**src/rtl/keygen_scheduler.sv**
```systemverilog
// Round-robin scheduler sharing one KeyGen engine among NREQ requesters, with
// trial-division primality screening. Define KEYGEN_CT_PAD_EN for constant grant-to-response latency.
module keygen_scheduler #(
  parameter int WIDTH     = 8,
  parameter int NREQ      = 2,
  parameter int TIMEOUT   = 1024,
  parameter int CT_CYCLES = 2048
) (
  input  logic                      clk,
  input  logic                      rst,
  input  logic [NREQ-1:0]           req_valid,
  output logic [NREQ-1:0]           req_ready,
  input  logic [NREQ*WIDTH-1:0]     req_p,
  input  logic [NREQ*WIDTH-1:0]     req_q,
  output logic                      rsp_valid,
  input  logic                      rsp_ready,
  output logic [$clog2(NREQ)-1:0]   rsp_id,
  output logic [1:0]                rsp_err,
  output logic [WIDTH-1:0]          rsp_e,
  output logic [2*WIDTH-1:0]        rsp_d,
  output logic [2*WIDTH-1:0]        rsp_n,
  output logic                      kg_start,
  output logic [WIDTH-1:0]          kg_p,
  output logic [WIDTH-1:0]          kg_q,
  input  logic [WIDTH-1:0]          kg_e,
  input  logic [2*WIDTH-1:0]        kg_d,
  input  logic [2*WIDTH-1:0]        kg_n,
  input  logic                      kg_finish,
  output logic                      busy,
  output logic [2:0]                dbg_state
);
  // Handshakes: a request transfers on the cycle req_valid[i] & req_ready[i] are both high;
  // a response transfers on rsp_valid & rsp_ready, and rsp_* stay stable until then.

  localparam int ID_W = $clog2(NREQ);
  localparam int WC_W = $clog2(TIMEOUT + 1);

  typedef enum logic [2:0] {
    S_IDLE   = 3'd0,
    S_CHK    = 3'd1,
    S_LAUNCH = 3'd2,
    S_WAIT   = 3'd3,
    S_RESP   = 3'd4
`ifdef KEYGEN_CT_PAD_EN
    , S_PAD  = 3'd5
`endif
  } state_t;

  state_t               state_q, state_d;
  logic [ID_W-1:0]      rr_q, rr_d;
  logic [ID_W-1:0]      id_q, id_d;
  logic [WIDTH-1:0]     p_q, p_d, q_q, q_d;
  logic [WIDTH-1:0]     k_q, k_d;
  logic [WC_W-1:0]      wait_cnt_q, wait_cnt_d;
  logic [1:0]           err_q, err_d;
  logic [WIDTH-1:0]     e_q, e_d;
  logic [2*WIDTH-1:0]   d_q, d_d, n_q, n_d;

`ifdef KEYGEN_CT_PAD_EN
  localparam int CT_W = $clog2(CT_CYCLES + 1);
  localparam logic [WIDTH-1:0] K_LAST = WIDTH'((1 << (WIDTH / 2)) - 1);
  logic [CT_W-1:0]      ct_cnt_q, ct_cnt_d;
  logic                 fail_q, fail_d;
  state_t               done_st;
  assign done_st = S_PAD;
`else
  state_t               done_st;
  assign done_st = S_RESP;
`endif

  int                   gsel;
  logic                 gany;
  logic [WIDTH-1:0]     p_sel, q_sel;

  always_comb begin
    gany  = 1'b0;
    gsel  = 0;
    p_sel = '0;
    q_sel = '0;
    for (int j = 0; j < NREQ; j++) begin
      for (int i = 0; i < NREQ; i++) begin
        if (!gany && req_valid[i] && (i == (int'(rr_q) + j) % NREQ)) begin
          gany = 1'b1;
          gsel = i;
        end
      end
    end
    for (int i = 0; i < NREQ; i++) begin
      if (i == gsel) begin
        p_sel = req_p[i*WIDTH +: WIDTH];
        q_sel = req_q[i*WIDTH +: WIDTH];
      end
    end
  end

  // One trial-division step on both operands against divisor k_q.
  logic [2*WIDTH-1:0]   kk;
  logic [WIDTH-1:0]     max_pq;
  logic                 p_bad, q_bad, fail_now;

  always_comb begin
    kk       = (2*WIDTH)'(k_q) * (2*WIDTH)'(k_q);
    max_pq   = (p_q > q_q) ? p_q : q_q;
    p_bad    = (p_q < WIDTH'(2)) ||
               ((kk <= (2*WIDTH)'(p_q)) && (k_q != '0) && ((p_q % k_q) == '0));
    q_bad    = (q_q < WIDTH'(2)) ||
               ((kk <= (2*WIDTH)'(q_q)) && (k_q != '0) && ((q_q % k_q) == '0));
    fail_now = p_bad || q_bad || (p_q == q_q);
  end

  always_comb begin
    state_d    = state_q;
    rr_d       = rr_q;
    id_d       = id_q;
    p_d        = p_q;
    q_d        = q_q;
    k_d        = k_q;
    wait_cnt_d = wait_cnt_q;
    err_d      = err_q;
    e_d        = e_q;
    d_d        = d_q;
    n_d        = n_q;
    req_ready  = '0;
    kg_start   = 1'b0;
`ifdef KEYGEN_CT_PAD_EN
    fail_d     = fail_q;
    ct_cnt_d   = ct_cnt_q;
    if (state_q != S_IDLE && ct_cnt_q != '1) ct_cnt_d = ct_cnt_q + 1'b1;
`endif
    case (state_q)
      S_IDLE: begin
        if (gany && !rst) begin
          req_ready = NREQ'(1) << gsel;
          id_d      = ID_W'(gsel);
          rr_d      = (gsel == NREQ - 1) ? '0 : ID_W'(gsel + 1);
          p_d       = p_sel;
          q_d       = q_sel;
          k_d       = WIDTH'(2);
          err_d     = 2'd0;
          e_d       = '0;
          d_d       = '0;
          n_d       = '0;
          state_d   = S_CHK;
`ifdef KEYGEN_CT_PAD_EN
          fail_d    = 1'b0;
          ct_cnt_d  = CT_W'(1);
`endif
        end
      end
      S_CHK: begin
`ifdef KEYGEN_CT_PAD_EN
        fail_d = fail_q || fail_now;
        if (k_q == K_LAST) begin
          if (fail_q || fail_now) begin
            err_d   = 2'd1;
            state_d = S_PAD;
          end else begin
            state_d = S_LAUNCH;
          end
        end else begin
          k_d = k_q + 1'b1;
        end
`else
        if (fail_now) begin
          err_d   = 2'd1;
          state_d = S_RESP;
        end else if (kk > (2*WIDTH)'(max_pq)) begin
          state_d = S_LAUNCH;
        end else begin
          k_d = k_q + 1'b1;
        end
`endif
      end
      S_LAUNCH: begin
        kg_start   = 1'b1;
        wait_cnt_d = WC_W'(1);
        state_d    = S_WAIT;
      end
      S_WAIT: begin
        if (kg_finish) begin
          e_d     = kg_e;
          d_d     = kg_d;
          n_d     = kg_n;
          err_d   = 2'd0;
          state_d = done_st;
        end else if (wait_cnt_q >= WC_W'(TIMEOUT - 1)) begin
          err_d   = 2'd2;
          e_d     = '0;
          d_d     = '0;
          n_d     = '0;
          state_d = done_st;
        end else begin
          wait_cnt_d = wait_cnt_q + 1'b1;
        end
      end
`ifdef KEYGEN_CT_PAD_EN
      S_PAD: begin
        if (ct_cnt_q >= CT_W'(CT_CYCLES - 1)) state_d = S_RESP;
      end
`endif
      S_RESP: begin
        if (rsp_ready) state_d = S_IDLE;
      end
      default: state_d = S_IDLE;
    endcase
  end

  always_ff @(posedge clk) begin
    if (rst) begin
      state_q    <= S_IDLE;
      rr_q       <= '0;
      id_q       <= '0;
      p_q        <= '0;
      q_q        <= '0;
      k_q        <= '0;
      wait_cnt_q <= '0;
      err_q      <= '0;
      e_q        <= '0;
      d_q        <= '0;
      n_q        <= '0;
`ifdef KEYGEN_CT_PAD_EN
      ct_cnt_q   <= '0;
      fail_q     <= 1'b0;
`endif
    end else begin
      state_q    <= state_d;
      rr_q       <= rr_d;
      id_q       <= id_d;
      p_q        <= p_d;
      q_q        <= q_d;
      k_q        <= k_d;
      wait_cnt_q <= wait_cnt_d;
      err_q      <= err_d;
      e_q        <= e_d;
      d_q        <= d_d;
      n_q        <= n_d;
`ifdef KEYGEN_CT_PAD_EN
      ct_cnt_q   <= ct_cnt_d;
      fail_q     <= fail_d;
`endif
    end
  end

`ifdef KEYGEN_CT_PAD_EN
`ifndef SYNTHESIS
  // A response entering RESP off the fixed deadline means CT_CYCLES is too small.
  always @(posedge clk) begin
    if (!rst && state_q != S_RESP && state_d == S_RESP &&
        ct_cnt_q != CT_W'(CT_CYCLES - 1))
      $error("keygen_scheduler: constant-latency overrun, CT_CYCLES too small");
  end
`endif
`endif

  assign rsp_valid = (state_q == S_RESP);
  assign rsp_id    = id_q;
  assign rsp_err   = err_q;
  assign rsp_e     = e_q;
  assign rsp_d     = d_q;
  assign rsp_n     = n_q;
  assign kg_p      = p_q;
  assign kg_q      = q_q;
  assign busy      = (state_q != S_IDLE);
  assign dbg_state = state_q;

endmodule
```
**config.mk**
```make
export PLATFORM = sky130hd
export DESIGN_NAME = keygen_scheduler
export DESIGN_NICKNAME = d
export VERILOG_FILES = /design/src/rtl/keygen_scheduler.sv
export SDC_FILE = /design/constraint.sdc
export NUM_CORES = 1
export LEC_CHECK = 0
export ABC_AREA = 0
export CAP_MARGIN = 30
export CORE_UTILIZATION = 61
export DETAILED_ROUTE_END_ITERATION = 10
export GPL_ROUTABILITY_DRIVEN = 0
export PLACE_DENSITY = 0.88
export SYNTH_ARGS = -nofsm -noshare
export SYNTH_HDL_FRONTEND = slang
export SYNTH_SLANG_ARGS = --single-unit
```
**constraint.sdc**
```tcl
create_clock -name clk -period 18.1 [get_ports clk]
set_input_delay 5.43 -clock clk [delete_from_list [all_inputs] [get_ports clk]]
set_output_delay 5.43 -clock clk [all_outputs]
set_load 0.05 [all_outputs]
```
; Yosys cells after proc, flatten, opt, wreduce, memory -nomap -nowiden
; Cells that the tools add are included.
[totals]
mem_bits_rw = 0
elab_cells = 127
output_inout_bits = 67
mem_bits_ro = 0
inputBits = 78
latch_bits = 0
reg_bits = 82
memories = 0
[op_classes]
add_sub_neg = 4
order_cmp = 7
mul = 1
bitwise_logic = 1
n_reduce_logical = 38
eq_ne = 17
n_mux = 45
div = 2
shifts = 1
[ops]
columns = cell, count
row1 = $logic_not 32->1, 3
row2 = $mux 8, 11
row3 = $mux 16, 4
row4 = $mux 32, 2
row5 = $pmux 16 s2, 2
row6 = $eq 2x32->1 const A, 1
row7 = $eq 32x2->1 const B, 1
row8 = $le 16x8->1, 2
row9 = $pmux 8 s2, 2
row10 = $shl 1x32->2 const A, 1
row11 = $mux 11, 2
row12 = $pmux 11 s2, 1
row13 = $mux 3, 6
row14 = $gt 16x8->1, 1
row15 = $logic_not 8->1, 2
row16 = $lt 8x2->1 const B, 2
row17 = $mod 8x8->8, 2
row18 = $mul 8x8->16, 1
row19 = $pmux 3 s5, 1
row20 = $logic_and 1x1->1, 12
row21 = $mux 2, 6
row22 = $ne 2x2->1 const B, 6
row23 = $reduce_and 4->1, 3
row24 = $add 11x1->11 const B, 1
row25 = 22 further kinds, 41

; Longest topological paths before layout
[depth]
depth_word = 18
ltp_mapped = 57
ltp_nobuf = 54

; Worst setup path before layout
; OpenSTA, ideal clock, no wires.
[synth_timing]
path_type = in2out
startpoint = in rst
endpoint = out req_ready[1]
arrival_time_ns = 7.072
path_buffers = 2
cell_stages = 6
t_required_ns = 12.670
slack_ns = 5.598
cell_sequence = inv_1 o21ai_0 or2_2 clkbuf_1 clkbuf_1 nor2_1
[synth_via]
elab_chain_len = 4
[synth_lines]
columns = item, line_no
row1 = start: declaration, 10  ; input logic rst,
row2 = $logic_not 1->1, 132  ; if (gany && !rst) begin
row3 = $logic_and 1x1->1, 132
row4 = $mux 2, 132
row5 = $mux 2, 130  ; case (state_q)
row6 = end: declaration, 12  ; output logic [NREQ-1:0] req_ready,
; Every way passes these cells.

; Final worst setup path
[layout_timing]
startpoint = reg k_q[7]
endpoint = reg k_q[7]
[layout_via]
elab_chain_len = 9
elab_cells_between_ends = 24
cone_classes = add/sub (1) / mul (1) / div (2) / order compare (3) / eq/ne (2) / mux (3) / reduce/logical (12)
[layout_lines]
columns = item, line_no
row1 = start: declaration, 53  ; logic [WIDTH-1:0] k_q, k_d;
row2 = start signal: assignment, 231  ; k_q <= k_d;
row3 = branches (longest 9 deep; another with $mod 8x8->8), n/a
; Several ways; the timed one is not identified. The select of a mux whose other input is x is not followed.
; A chain may end at the register's enable or synchronous reset.

==> key figures <==
Run
  – Maxcap violations: 0

Finish
  – Synth-to-Final Area Change: 19.8%
  – Layout cells sized above 1: 4.14%
  – Final net count: 1566
  – Final Instance Area: 0.0114 mm^2
  – Most common cell after layout, fill and taps aside: clkdlybuf4s50_1
  – Most frequent cells in the layout: clkdlybuf4s50_1, ha_1, nor2_1, inv_1, dfxtp_1
  – FILL cells: 1099
  – Ant. Diodes: 0

Clocking
  – Clock Latency Late Sink: 0.34 ns
  – Clk slew on worst S/H paths: 0.06 ns
  – CTS root buffer: clkbuf_16
  – CTS tree: yes
  – Cts hold-fix bufs: 0
  – Post-cts sizing count: 0
  – Clock tree sinks: 82
  – Post-CTS Setup Bufs: 0
  – H-tree lvl count: 3
  – Cts bufs inserted: 9
  – Max Root-Sink Buffers: 2

Global routing
  – Grt total ovfl: 0
  – First-pass GRT wire length: 44900 um
  – Global Route Usage Sum: 34.4%
  – Antenna violations before repair: 0
  – Vias in the first global route: 9465
  – Largest net degree at the start of global routing: 60

Synth
  – Syn_nets: 1450
  – Compound-Gate Fraction of Synth Area: 25.8%
  – Syn_area_per_cell: 7.88 um^2
  – Simple-gate share of the synthesized area: 20.9%
  – Synth warn: 0
  – Post-synth EDFFs: 0
  – Main synth FF type: dfxtp_1
  – Synth Area in XOR/XNOR: 3.78%
  – Netlist cell types: 84
  – Seq cells post-synth: 82
  – Adder and majority cell fraction of the synthesized area: 23.8%
  – Sequential area share after synthesis: 17.3%
  – Mux share of post-synthesis cell area: 2.83%
  – Synthesized cell area: 0.00951 mm^2
  – Ys async rst share: 0%
  – Main combinational cell family by area after synthesis: compound AO/OA/AOI/OAI gates
  – Syn Inst Count: 1207

Die
  – Die W: 127 um
  – Chip height: 127 um
  – Core Area: 0.0152 mm^2
  – Die ar.: 0.0161 mm^2
  – Cell Rows: 45
  – Io pins: 145
  – Initial core utilization: 62.5%

Worst hold path
  – Hold Path Class: reg -> reg
  – WHS Path Cells: 1

Critical path
  – R2R Setup Slk: 3.85 ns
  – RR Endpoint: k_q[7]
  – CP delay by family, top: compound AO/OA/AOI/OAI gates
  – Crit path kind: reg -> reg
  – Delay of the slowest cell on the worst path: 0.64 ns
  – Reg2reg start: k_q[7]
  – Worst setup startpoint: k_q[7]
  – Worst Path Required: 18.37 ns
  – Crit path top cell by count: ha_1
  – FF-to-FF path depth: 49
  – Critical path depth: 49
  – CP Max Fanout: 14
  – Crit path DAT: 14.52 ns
  – Worst path bufs/invs: 4
  – Slowest CP cell: or4b_1
  – CP Launch Type: flip-flop
  – Worst Setup EP: k_q[7]
  – CP Capture Type: flip-flop

Drt
  – Antenna-violating nets left: 0
  – Initial drt markers: 695
  – Drt pass-1 iters: 6
  – Via count: 9849
  – WL/cell: 18.6 um
  – Via/cell ratio: 6.50
  – Post-route DRC: 0
  – Final wirelength: 28200 um

Timing
  – Fin Clk Skew: 0.00574 ns
  – Count of final hold-check violations: 0
  – Final setup TNS: 0 ns
  – Finish-stage setup viols: 0
  – Worst-Margin Slew: 1.04 ns
  – Unrepaired setup endpoints after global routing: false
  – Peak Freq: 70.2 MHz
  – Crit share post-route: 78.7%
  – Slew HR: 31.0%
  – Fin crit period: 14.25 ns
  – Max-slew violation count: 0

Placed design
  – Port bufs: 144
  – Hpwl dp: 20800 um
  – Placed instance area: 0.0111 mm^2

Outcome
  – Status: finished, final reports clean
[worst min-delay path by stage]
stage                              from       endpoint  slack [ns]
after floorplan                    rr_q           rr_q        0.42
after global placement    wait_cnt_q[9]  wait_cnt_q[9]        0.44
after detailed placement         rsp_id         rsp_id        0.45
after CTS                        rsp_id         rsp_id        0.46
after global routing             rsp_id         rsp_id        0.47
final                            rsp_id         rsp_id        0.46
[sequential cells by signal, indices dropped and copies added, names as in the netlist]
name        cells
kg_p            8
rsp_err         2
k_q             8
dbg_state       3
rsp_e           8
rr_q            1
wait_cnt_q     11
kg_q            8
rsp_id          1
rsp_d          16
rsp_n          16
[cell type report]
cell class	instances	area, um^2	share of cell area, %
clock buffers	10	229	2.01
clock inverters	5	104	0.912
inverters	87	327	2.87
multi-input cells	990	7350	64.5
flip-flops and latches	82	1640	14.4
well taps	188	235	2.07
repair buffers	153	1500	13.2
[cells by family (layout without fill, tap and decap cells)]
group	count (synthesis)	after routing
buffers and inverters	135	255
xor gates and xnor gates	41	41
adders and majority gates	165	165
and+or+nand+nor	400	400
muxes	26	26
DFF	82	82
AOI/OAI and AO/OA	356	356
other	2	2
[through the flow]
| step | util [%] | std cells | hold WS, ns | setup WS (ns) |
|---|---|---|---|---|
| floorplan | - | 1207 | 0.421 | 5.60 |
| global placement | 72.6 | 1498 | 0.440 | 4.28 |
| detailed placement | 72.7 | 1500 | 0.446 | 4.21 |
| CTS | 74.9 | 1515 | 0.458 | 4.20 |
| global route | 74.9 | 1515 | 0.474 | 3.03 |
| finish | 74.9 | 1515 | 0.457 | 3.85 |
[cell usage after synthesis (18+ instances only)]
cell type | n | area, um^2
mux2i_1 | 19 | 190
dfxtp_1 | 82 | 1640
fa_1 | 27 | 541
a21o_1 | 22 | 165
nand2_1 | 76 | 285
o21ai_0 | 60 | 300
a21oi_1 | 75 | 375
clkbuf_1 | 41 | 154
xnor2_1 | 25 | 219
nor2b_1 | 18 | 113
a22oi_1 | 50 | 375
nor3_1 | 25 | 125
nor2_1 | 135 | 507
inv_1 | 85 | 319
nand3_1 | 36 | 180
o21a_1 | 30 | 225
ha_1 | 138 | 1730
[routing by layer]
metal	GRT usage (%)	part of all wire, %	up-vias
li1	-	-	4661
met1	39.3	39	4634
met2	61.4	49	451
met3	6.16	7.8	103
met4	17.7	4.1	0
met5	0	0	-
Power is not shown: default switching activity piles up to over one toggle a cycle in this logic, so the estimate is an artifact.
